===== src/rtl/rfi_acc_sequencer_if.sv =====
// Bus bundle for the RFI accumulation sequencer.
//   master : run-control source (arm/stop/acc_len/sync_in/din_valid/sync_err_clr),
//            sink of sequencer status and sample tags.
//   slave  : the sequencer itself.
// Outputs: valid_out, new_acc, chan_idx, acc_done, acc_cnt, busy, sync_err, acc_timestamp.
interface rfi_acc_sequencer_if #(
  parameter int unsigned CHANNEL_ADDR  = 9,
  parameter int unsigned ACC_CNT_WIDTH = 32
);
  logic                     arm;
  logic                     stop;
  logic [31:0]              acc_len;
  logic                     sync_in;
  logic                     din_valid;
  logic                     sync_err_clr;
  logic                     valid_out;
  logic                     new_acc;
  logic [CHANNEL_ADDR-1:0]  chan_idx;
  logic                     acc_done;
  logic [ACC_CNT_WIDTH-1:0] acc_cnt;
  logic                     busy;
  logic                     sync_err;
  logic [31:0]              acc_timestamp;

  modport master (
    output arm, stop, acc_len, sync_in, din_valid, sync_err_clr,
    input  valid_out, new_acc, chan_idx, acc_done, acc_cnt, busy, sync_err, acc_timestamp
  );

  modport slave (
    input  arm, stop, acc_len, sync_in, din_valid, sync_err_clr,
    output valid_out, new_acc, chan_idx, acc_done, acc_cnt, busy, sync_err, acc_timestamp
  );
endinterface


===== src/rtl/rfi_acc_sequencer.sv =====
// Run-control sequencer for the RFI power datapath.
// Arms on request, aligns to the spectrum sync, counts channels/spectra per
// accumulation and tags each sample with new_acc / chan_idx / acc_done.
// acc_len is only taken at accumulation boundaries (0 is treated as 1).
// Ports: clk, rst_n (async active-low), bus (rfi_acc_sequencer_if.slave).
// Optional: define RFI_ACC_TIMESTAMP_EN to capture a free-running cycle
// counter into acc_timestamp whenever new_acc is asserted; otherwise 0.
module rfi_acc_sequencer #(
  parameter int unsigned CHANNEL_ADDR  = 9,
  parameter int unsigned ACC_CNT_WIDTH = 32
) (
  input logic                clk,
  input logic                rst_n,
  rfi_acc_sequencer_if.slave bus
);
  typedef enum logic [1:0] {IDLE, WAIT_SYNC, RUN, DRAIN} state_e;

  localparam logic [CHANNEL_ADDR-1:0] CHAN_MAX = '1;

  state_e                   state_q, state_d;
  logic [CHANNEL_ADDR-1:0]  chan_cnt_q, chan_cnt_d;
  logic [31:0]              spec_cnt_q, spec_cnt_d;
  logic [31:0]              len_q, len_d;
  logic [ACC_CNT_WIDTH-1:0] acc_cnt_q, acc_cnt_d;
  logic [CHANNEL_ADDR-1:0]  chan_idx_q, chan_idx_d;
  logic                     valid_out_q, valid_out_d;
  logic                     new_acc_q, new_acc_d;
  logic                     acc_done_q, acc_done_d;
  logic                     busy_q, busy_d;
  logic                     sync_err_q, sync_err_d;
  logic                     sync_err_set;
  logic [31:0]              len_in;

  assign len_in = (bus.acc_len == '0) ? 32'd1 : bus.acc_len;

  always_comb begin
    state_d      = state_q;
    chan_cnt_d   = chan_cnt_q;
    spec_cnt_d   = spec_cnt_q;
    len_d        = len_q;
    acc_cnt_d    = acc_cnt_q;
    chan_idx_d   = chan_idx_q;
    valid_out_d  = 1'b0;
    new_acc_d    = 1'b0;
    acc_done_d   = 1'b0;
    sync_err_set = 1'b0;

    unique case (state_q)
      IDLE: begin
        if (bus.arm && !bus.stop) state_d = WAIT_SYNC;
      end
      WAIT_SYNC: begin
        if (bus.stop) begin
          state_d = IDLE;
        end else if (bus.sync_in) begin
          state_d    = RUN;
          chan_cnt_d = '0;
          spec_cnt_d = '0;
          len_d      = len_in;
          acc_cnt_d  = '0;
        end
      end
      RUN, DRAIN: begin
        if (bus.din_valid) begin
          valid_out_d = 1'b1;
          chan_idx_d  = chan_cnt_q;
          new_acc_d   = (state_q == RUN) && (chan_cnt_q == '0) && (spec_cnt_q == '0);
          chan_cnt_d  = chan_cnt_q + CHANNEL_ADDR'(1);
          if (chan_cnt_q == CHAN_MAX) begin
            if (spec_cnt_q == len_q - 32'd1) begin
              acc_done_d = 1'b1;
              spec_cnt_d = '0;
              acc_cnt_d  = acc_cnt_q + ACC_CNT_WIDTH'(1);
              len_d      = len_in;
            end else begin
              spec_cnt_d = spec_cnt_q + 32'd1;
            end
          end
        end
        // Alignment is judged on the channel the next sample would carry,
        // so a sample coinciding with sync is counted before the resync.
        if (bus.sync_in && (chan_cnt_d != '0)) begin
          sync_err_set = 1'b1;
          chan_cnt_d   = '0;
          spec_cnt_d   = '0;
          len_d        = len_in;
        end
        // Draining ends once the counters sit at an accumulation boundary;
        // a stop before any sample of a fresh accumulation idles at once.
        if ((state_q == DRAIN) || bus.stop) begin
          state_d = ((chan_cnt_d == '0) && (spec_cnt_d == '0)) ? IDLE : DRAIN;
        end
      end
      default: state_d = IDLE;
    endcase

    // Held through the final acc_done cycle so busy falls the cycle after it.
    busy_d     = (state_d != IDLE) || acc_done_d;
    sync_err_d = sync_err_set | (sync_err_q & ~bus.sync_err_clr);
  end

  always_ff @(posedge clk or negedge rst_n) begin
    if (!rst_n) begin
      state_q     <= IDLE;
      chan_cnt_q  <= '0;
      spec_cnt_q  <= '0;
      len_q       <= '0;
      acc_cnt_q   <= '0;
      chan_idx_q  <= '0;
      valid_out_q <= 1'b0;
      new_acc_q   <= 1'b0;
      acc_done_q  <= 1'b0;
      busy_q      <= 1'b0;
      sync_err_q  <= 1'b0;
    end else begin
      state_q     <= state_d;
      chan_cnt_q  <= chan_cnt_d;
      spec_cnt_q  <= spec_cnt_d;
      len_q       <= len_d;
      acc_cnt_q   <= acc_cnt_d;
      chan_idx_q  <= chan_idx_d;
      valid_out_q <= valid_out_d;
      new_acc_q   <= new_acc_d;
      acc_done_q  <= acc_done_d;
      busy_q      <= busy_d;
      sync_err_q  <= sync_err_d;
    end
  end

  assign bus.valid_out = valid_out_q;
  assign bus.new_acc   = new_acc_q;
  assign bus.chan_idx  = chan_idx_q;
  assign bus.acc_done  = acc_done_q;
  assign bus.acc_cnt   = acc_cnt_q;
  assign bus.busy      = busy_q;
  assign bus.sync_err  = sync_err_q;

`ifdef RFI_ACC_TIMESTAMP_EN
  logic [31:0] cycle_q, cycle_d;
  logic [31:0] ts_q, ts_d;

  always_comb begin
    cycle_d = cycle_q + 32'd1;
    ts_d    = new_acc_d ? cycle_q : ts_q;
  end

  always_ff @(posedge clk or negedge rst_n) begin
    if (!rst_n) begin
      cycle_q <= '0;
      ts_q    <= '0;
    end else begin
      cycle_q <= cycle_d;
      ts_q    <= ts_d;
    end
  end

  assign bus.acc_timestamp = ts_q;
`else
  assign bus.acc_timestamp = '0;
`endif
endmodule


===== src/flat_wrapper.sv =====
// flat-port wrapper written by rule: the top's interface ports become plain ports
module rfi_acc_sequencer_flat 
#(
  parameter int unsigned CHANNEL_ADDR  = 9,
  parameter int unsigned ACC_CNT_WIDTH = 32
)
  (clk, rst_n, bus_arm, bus_stop, bus_acc_len, bus_sync_in, bus_din_valid, bus_sync_err_clr, bus_valid_out, bus_new_acc, bus_chan_idx, bus_acc_done, bus_acc_cnt, bus_busy, bus_sync_err, bus_acc_timestamp);
  rfi_acc_sequencer_if #(.CHANNEL_ADDR(CHANNEL_ADDR), .ACC_CNT_WIDTH(ACC_CNT_WIDTH)) bus_i ();
  input logic clk;
  input logic rst_n;
  input wire logic [$bits(bus_i.arm)-1:0] bus_arm;
  input wire logic [$bits(bus_i.stop)-1:0] bus_stop;
  input wire logic [$bits(bus_i.acc_len)-1:0] bus_acc_len;
  input wire logic [$bits(bus_i.sync_in)-1:0] bus_sync_in;
  input wire logic [$bits(bus_i.din_valid)-1:0] bus_din_valid;
  input wire logic [$bits(bus_i.sync_err_clr)-1:0] bus_sync_err_clr;
  output wire logic [$bits(bus_i.valid_out)-1:0] bus_valid_out;
  output wire logic [$bits(bus_i.new_acc)-1:0] bus_new_acc;
  output wire logic [$bits(bus_i.chan_idx)-1:0] bus_chan_idx;
  output wire logic [$bits(bus_i.acc_done)-1:0] bus_acc_done;
  output wire logic [$bits(bus_i.acc_cnt)-1:0] bus_acc_cnt;
  output wire logic [$bits(bus_i.busy)-1:0] bus_busy;
  output wire logic [$bits(bus_i.sync_err)-1:0] bus_sync_err;
  output wire logic [$bits(bus_i.acc_timestamp)-1:0] bus_acc_timestamp;
  assign bus_i.arm = bus_arm;
  assign bus_i.stop = bus_stop;
  assign bus_i.acc_len = bus_acc_len;
  assign bus_i.sync_in = bus_sync_in;
  assign bus_i.din_valid = bus_din_valid;
  assign bus_i.sync_err_clr = bus_sync_err_clr;
  assign bus_valid_out = bus_i.valid_out;
  assign bus_new_acc = bus_i.new_acc;
  assign bus_chan_idx = bus_i.chan_idx;
  assign bus_acc_done = bus_i.acc_done;
  assign bus_acc_cnt = bus_i.acc_cnt;
  assign bus_busy = bus_i.busy;
  assign bus_sync_err = bus_i.sync_err;
  assign bus_acc_timestamp = bus_i.acc_timestamp;
  rfi_acc_sequencer #(.CHANNEL_ADDR(CHANNEL_ADDR), .ACC_CNT_WIDTH(ACC_CNT_WIDTH)) u_core (.clk(clk), .rst_n(rst_n), .bus(bus_i));
endmodule

===== config.mk =====
export PLATFORM = sky130hd
export DESIGN_NAME = rfi_acc_sequencer_flat
export DESIGN_NICKNAME = d
export VERILOG_FILES = /design/src/rtl/rfi_acc_sequencer_if.sv /design/src/rtl/rfi_acc_sequencer.sv /design/src/flat_wrapper.sv
export SDC_FILE = /design/constraint.sdc
export NUM_CORES = 1
export LEC_CHECK = 0
export ABC_AREA = 1
export CORE_AREA = 2 2 124 217
export CTS_BUF_LIST = sky130_fd_sc_hd__clkbuf_16
export CTS_CLUSTER_SIZE = 24
export DETAILED_ROUTE_END_ITERATION = 10
export DIE_AREA = 0 0 126 219
export PLACE_DENSITY_LB_ADDON = 0.25
export REMOVE_ABC_BUFFERS = 1
export SKIP_CTS_REPAIR_TIMING = 1
export SYNTH_ARGS = -nofsm -noshare
export SYNTH_HDL_FRONTEND = slang
export SYNTH_SLANG_ARGS = --single-unit

===== constraint.sdc =====
create_clock -name clk -period 3 [get_ports clk]
set_input_delay 0.45 -clock clk [delete_from_list [all_inputs] [get_ports clk]]
set_output_delay 0.45 -clock clk [all_outputs]
set_load 0.01 [all_outputs]

# [Word-level counts from Yosys, hierarchy flattened]
# Index checks and enable logic that the tools add are counted.
[totals] ff_bits=121
[classes] bitwise=3 n_addsub=4 n_eq_ne=13 muxes=43 n_reduce_logical=22
[op_table] cell="2-to-1 mux 32 bit" n=17
[op_table] cell="case mux 32 bit (2 select lines)" n=3
[op_table] cell="logical NOT 32 bit" n=3
[op_table] cell="adder 32 x 1 -> 32 bit, second input constant" n=2
[op_table] cell="2-to-1 mux 9 bit" n=6
[op_table] cell="== test 32 bit" n=1
[op_table] cell="subtractor 32 x 1 -> 32 bit, second input constant" n=1
[op_table] cell="logical NOT 9 bit" n=2
[op_table] cell="case mux 9 bit (2 select lines)" n=1
[op_table] cell="AND reduction 6 bit" n=2
[op_table] cell="2-to-1 mux 1 bit" n=10
[op_table] cell="2-to-1 mux 2 bit" n=5
[op_table] cell="adder 9 x 1 -> 9 bit, second input constant" n=1
[op_table] cell="== test 9 bit, second input constant" n=1
[op_table] cell="nonzero test 9 bit" n=1
[op_table] cell="!= test 2 bit, second input constant" n=3
[op_table] cell="!= test 3 x 1 -> 1 bit, second input constant" n=2
[op_table] cell="case mux 2 bit (3 select lines)" n=1
[op_table] cell="logical AND 1 bit" n=5
[op_table] cell="== test 2 bit, second input constant" n=2
[op_table] cell="!= test 2 x 1 -> 1 bit, second input constant" n=2
[op_table] cell="nonzero test 2 bit" n=2
[op_table] cell="!= test 3 x 2 -> 1 bit, second input constant" n=1
[op_table] cell="AND reduction 3 bit" n=1
[op_table] cell="other kinds (9)" n=10

# [Depth between registers and ports, before layout]
[depth] depth_word=14 mapped_depth=26

# [Least setup slack after synthesis]
# No wires, ideal clock.
[synth_path] path_type="reg-to-reg" from="reg u_core.chan_cnt_q[0]" to="reg u_core.busy_q (netlist: u_core.bus.busy)" synth_period_minus_slack_ps=2900 path_slack_ps=100 t_arrival_ps=2782 setup_ps=118 required_ps=2882 path_stages_with_launch=23 path_buffers=1 path_cell_list="dfrtp_1 > ha_1 > nand3_1 > nor3_1 > ha_1 > clkbuf_1 > nand4_1 > nor2_1 > nand3_1 > nor2_1 > nand3_1 > o21ai_0 > nor2_1 > nand2_1 > nand2_1 > nor2_1 > nand2_1 > nor2_1 > nand3_1 > nand2_1 > nand2_1 > nor2_1 > nand2_1"
[synth_via] elab_chain_len=14 word_cells_on_any_way=23 classes_between="add/sub: 1; eq/ne: 1; mux: 14; reduce/logical: 7"
[synth_rtl] item="start: declaration" line_no="rfi_acc_sequencer.sv:21" source="logic [CHANNEL_ADDR-1:0] chan_cnt_q, chan_cnt_d;"
[synth_rtl] item="start signal: assignment" line_no="rfi_acc_sequencer.sv:117" source="chan_cnt_q <= chan_cnt_d;"
[synth_rtl] item="adder 9 x 1 -> 9 bit" line_no="rfi_acc_sequencer.sv:68" source="chan_cnt_d = chan_cnt_q + CHANNEL_ADDR'(1);"
[synth_rtl] item="2-to-1 mux 9 bit" line_no="rfi_acc_sequencer.sv:64" source="if (bus.din_valid) begin"
[synth_rtl] item="2-to-1 mux 9 bit" line_no="rfi_acc_sequencer.sv:48" source="unique case (state_q)"
[synth_rtl] item="nonzero test 9 bit" line_no="rfi_acc_sequencer.sv:82" source="if (bus.sync_in && (chan_cnt_d != '0)) begin"
[synth_rtl] item="logical AND 1 bit" line_no="rfi_acc_sequencer.sv:82"
[synth_rtl] item="2-to-1 mux 32 bit / 2-to-1 mux 9 bit (equally long branches)" line_no="rfi_acc_sequencer.sv:82"
[synth_rtl] item="2-to-1 mux 32 bit / 2-to-1 mux 9 bit (equally long branches)" line_no="rfi_acc_sequencer.sv:48"
[synth_rtl] item="logical NOT 32 bit / logical NOT 9 bit (equally long branches)" line_no="rfi_acc_sequencer.sv:91" source="state_d = ((chan_cnt_d == '0) && (spec_cnt_d == '0)) ? IDLE : DRAIN;"
[synth_rtl] item="logical AND 1 bit (*)" line_no="rfi_acc_sequencer.sv:91"
[synth_rtl] item="2-to-1 mux 2 bit (*)" line_no="rfi_acc_sequencer.sv:91"
[synth_rtl] item="2-to-1 mux 2 bit (*)" line_no="rfi_acc_sequencer.sv:90" source="if ((state_q == DRAIN) || bus.stop) begin"
[synth_rtl] item="case mux 2 bit (3 select lines) (*)" line_no="rfi_acc_sequencer.sv:48"
[synth_rtl] item="named net u_core.state_d[1]" line_no="rfi_acc_sequencer.sv:20" source="state_e state_q, state_d;"
[synth_rtl] item="nonzero test 2 bit (*)" line_no="rfi_acc_sequencer.sv:98" source="busy_d = (state_d != IDLE) || acc_done_d;"
[synth_rtl] item="logical OR 1 bit (*)" line_no="rfi_acc_sequencer.sv:98"
[synth_rtl] item="named net u_core.busy_d" line_no="rfi_acc_sequencer.sv:29" source="logic busy_q, busy_d;"
[synth_rtl] item="end signal: assignment" line_no="rfi_acc_sequencer.sv:125" source="busy_q <= busy_d;"
[synth_rtl] item="end: declaration" line_no="rfi_acc_sequencer.sv:29"
# Mark *: on every way through the listed nets, which the timed path passes. The rest lies on a longest branch. The select of a mux whose other input is x is not followed.
# A chain may end at the register's enable or synchronous reset.

# [Worst setup path after layout]
[layout_path] from="reg u_core.chan_cnt_q[1]" to="reg u_core.busy_q (netlist: u_core.bus.busy)"
# Same word-level chain as after synthesis.

==> flow_summary.toml <==
[setup_path]
cp-end-kind = "flop"
cp_top_family = "simple AND/OR/NAND/NOR gates"
crit_chain = "ha_2, nand3_1, nor3_2, ha_2, buf_6, nand4_1, nor2_2, nand3_2, buf_4, nor3_2, buf_4, nor3b_2, o21ai_1, nand3_1, nor3_1, nand3_1, nand2_1, nand2_1, nor2_1, nand2_1"
start_kind = "flop"
cpPeakStageDelay_ns = 0.35
crit_type = "reg2reg"
cp_num_buf_inv = 3
critical_path_arrival_ns = 3.45
slowest_stage = "dfrtp_1"
cp_max_fo = 6
cp.required_ns = 3.35

[synthesis]
synth_most_common_cell = "nand2_1"
synth-edff-count = 0
async_flop_share_pct = 100.0
ys_types = 46
synth_xor_area_share_pct = 5.996
yosys_warnings = 0
synth_common_cells = "nand2_1 (371), inv_1 (158), nor2_1 (157), dfrtp_1 (121), nand3_1 (93)"
synth_area_sq_um = 8910
synth_compound_area_share_pct = 9.774
synth_top_area_share_pct = 33.98
synthMuxAreaShare_pct = 0
synth.ff_latch_count = 121
synthCells = 1337
synth_top_family_by_area = "simple AND/OR/NAND/NOR gates"
synth_top_area_cell = "dfrtp_1"
synth_area_per_cell_sq_um = 6.664
yosysSeqAreaShare_pct = 33.98
synth_top_flop_cell = "dfrtp_1"
yosys-top-cells-area = "dfrtp_1 (34%), nand2_1 (16%), inv_1 (6.7%), nor2_1 (6.6%), nand3_1 (5.2%)"
synthAdderAreaFrac_pct = 0.9830
synthSimpleGateAreaFrac_pct = 37.10

[grt]
grt-ovfl-total = 0
grt_pass1_wl_mm = 51.34
antenna_found_initial = 0
grt.total_usage_pct = 24.53
grt_max_degree = 59
first_global_vias = 9784

[sta]
holdWs_ns = 0.008888
slew_headroom_pct = 54.05
finClkSkew_ns = 0.009604
final-max-slew-violation-count = 0
max_freq_ghz = 0.3226
hold_viol_final = 0
fin_ws_ns = -0.09945
setup_viol = 2
fin_setup_tns_ns = -0.1593
post-route-period-util_pct = 103.3
grt_setup_unrepaired = "yes"
final.min_clock_period_ns = 3.099
worst_pin_slew_ns = 0.6829

[drt]
drt_pre_antenna_iters = 5
initialDrtViolationCount = 554
vias = 9673
routed_via_density = 5.051
ant_nets = 0
drc = 0
wire_per_inst_microns = 17.76
routed_wl_mm = 34.01

[floorplanning]
die-area_sq_um = 27590
start_util_pct = 34.58
placementRows = 78
core_sq_um = 25760
io_pins = 117
die_w_microns = 126
die_h_microns = 219

[cts]
clockBufferDepth = 2
cts_made_buffers = 17
cts_tree = "built"
htree_levels = 4
clock_latency_ns = 0.45
cts_sinks = 121
clk_pin_slew_worst_paths_ns = 0.06
root_buffer = "clkbuf_16"

[power]
p_switching_uw = 4520
seq_power_share_pct = 26.4
ir_drop_mv = 0.4842
swShare_pct = 43.24
p_per_area_nw_per_um2 = 852.0
clockPowerShare_pct = 22.4
leakage_uw = 0.005767
p_comb_share_pct = 51.2
internal_power_uw = 5934

[final_layout]
n_antenna_cell = 0
multi_input_area_sq_um = 5192
fin_util_pct = 47.62
ff_latch_area_sq_um = 3032
area_growth_pct = 37.71
fillers = 2651
finish.net_count = 1628
fin_cells = 1915
layout-drive-gt1-share_pct = 20.63

[placement]
port_buffers = 84
dp.cells = 1871
dp_hpwl_mm = 26.71
gp_congestion = 0.9971

[min_path]
hold_class = "in2async"

[status]
failed_checks = "setup timing"
outcome = "finished with violations"

[flow_run]
cap_violations = 0
==> cell usage in the layout, fill, tap and decap left out, types with 23 or more instances in the layout <==
master and count:
nand2_1 359, buf_4 172, inv_1 156, nor2_1 130, dfrtp_1 118, nand3_1 88, clkdlybuf4s50_1 83, o21ai_0 80
xor2_1 45, conb_1 32, nor2_2 29, nand4_1 24, nor4_1 24, a21oi_1 23
==> worst reg2reg max path, delay by kind of cell (launching register included) <==
family	cells	cell delay, ns
buf+inv	3	0.43
flops	1	0.35
simple gates	14	1.64
compound gates	1	0.19
fa+ha+maj	2	0.40
==> per-layer routing <==
layer  vias to the layer above  part of all wire, %  GRT usage [%]
met5                         -                    0              0
met4                         0                  8.5          19.71
met3                       139                  3.3          3.486
met2                       285                   54          47.40
met1                      4527                   34          22.25
li1                       4722                    -              -
==> sequential cells by signal, indices dropped and copies added (netlist names) <==
| name | cells |
|---|---|
| u_core.chan_cnt_q | 9 |
| u_core.bus.new_acc | 1 |
| u_core.bus.valid_out | 1 |
| u_core.bus.chan_idx | 9 |
| u_core.bus.acc_done | 1 |
| u_core.state_q | 2 |
| u_core.spec_cnt_q | 32 |
| u_core.bus.acc_cnt | 32 |
| u_core.bus.busy | 1 |
| u_core.len_q | 32 |
| u_core.bus.sync_err | 1 |
==> worst paths after layout <==
kind | startpoint | slack, ns | cells after the start | end
max | u_core.chan_cnt_q[1]$_DFFE_PN0P_ | -0.1 | 20 | u_core.bus.busy$_DFF_PN0_
min | rst_n | 0.009 | 1 | u_core.bus.chan_idx[4]$_DFFE_PN0P_
max reg2reg | u_core.chan_cnt_q[1]$_DFFE_PN0P_ | -0.1 | 20 | u_core.bus.busy$_DFF_PN0_
min reg2reg | u_core.bus.chan_idx[8]$_DFFE_PN0P_ | 0.49 | 2 | u_core.bus.chan_idx[8]$_DFFE_PN0P_
max in group asynchronous | rst_n | 2.21 | 2 | u_core.len_q[17]$_DFFE_PN0P_
min in group clk | u_core.bus.chan_idx[8]$_DFFE_PN0P_ | 0.49 | 2 | u_core.bus.chan_idx[8]$_DFFE_PN0P_
==> logic make-up after synthesis <==
| logic type | after synthesis |
|---|---|
| flops | 121 |
| other cells | 1 |
| simple gates | 743 |
| fa+ha+maj | 7 |
| xor+xnor | 61 |
| buf+inv | 249 |
| compound gates | 155 |
==> power groups by stage <==
stage | Clock, uW | Combinational [uW] | Sequential [uW]
finish | 2340 | 5350 | 2760
detailed placement | 0 | 4960 | 2750
floorplan | 0 | 2610 | 2690
CTS | 2390 | 4980 | 2740
global route | 2440 | 5870 | 2830
global placement | 0 | 4930 | 2750
==> through the flow <==
stage               total power [uW]  cell area (sq um)  setup WS, ns
global placement                7680              11190       -0.5314
finish                         10450              12270      -0.09945
floorplan                       5303               8607       -0.2821
global route                   11140              12270       -0.2582
detailed placement              7708              11190       -0.4900
CTS                            10110              11850       -0.2648
==> layout make-up <==
| class | instances | share of cell area [%] |
|---|---|---|
| Timing Repair Buffer | 268 | 18.96 |
| Multi-Input combinational cell | 998 | 42.32 |
| Clock inverter | 15 | 1.876 |
| Inverter | 176 | 5.405 |
| Sequential cell | 121 | 24.71 |
| Tap cell | 320 | 3.263 |
| Clock buffer | 17 | 3.467 |
Note: power is estimated with default switching activity, not from simulation.
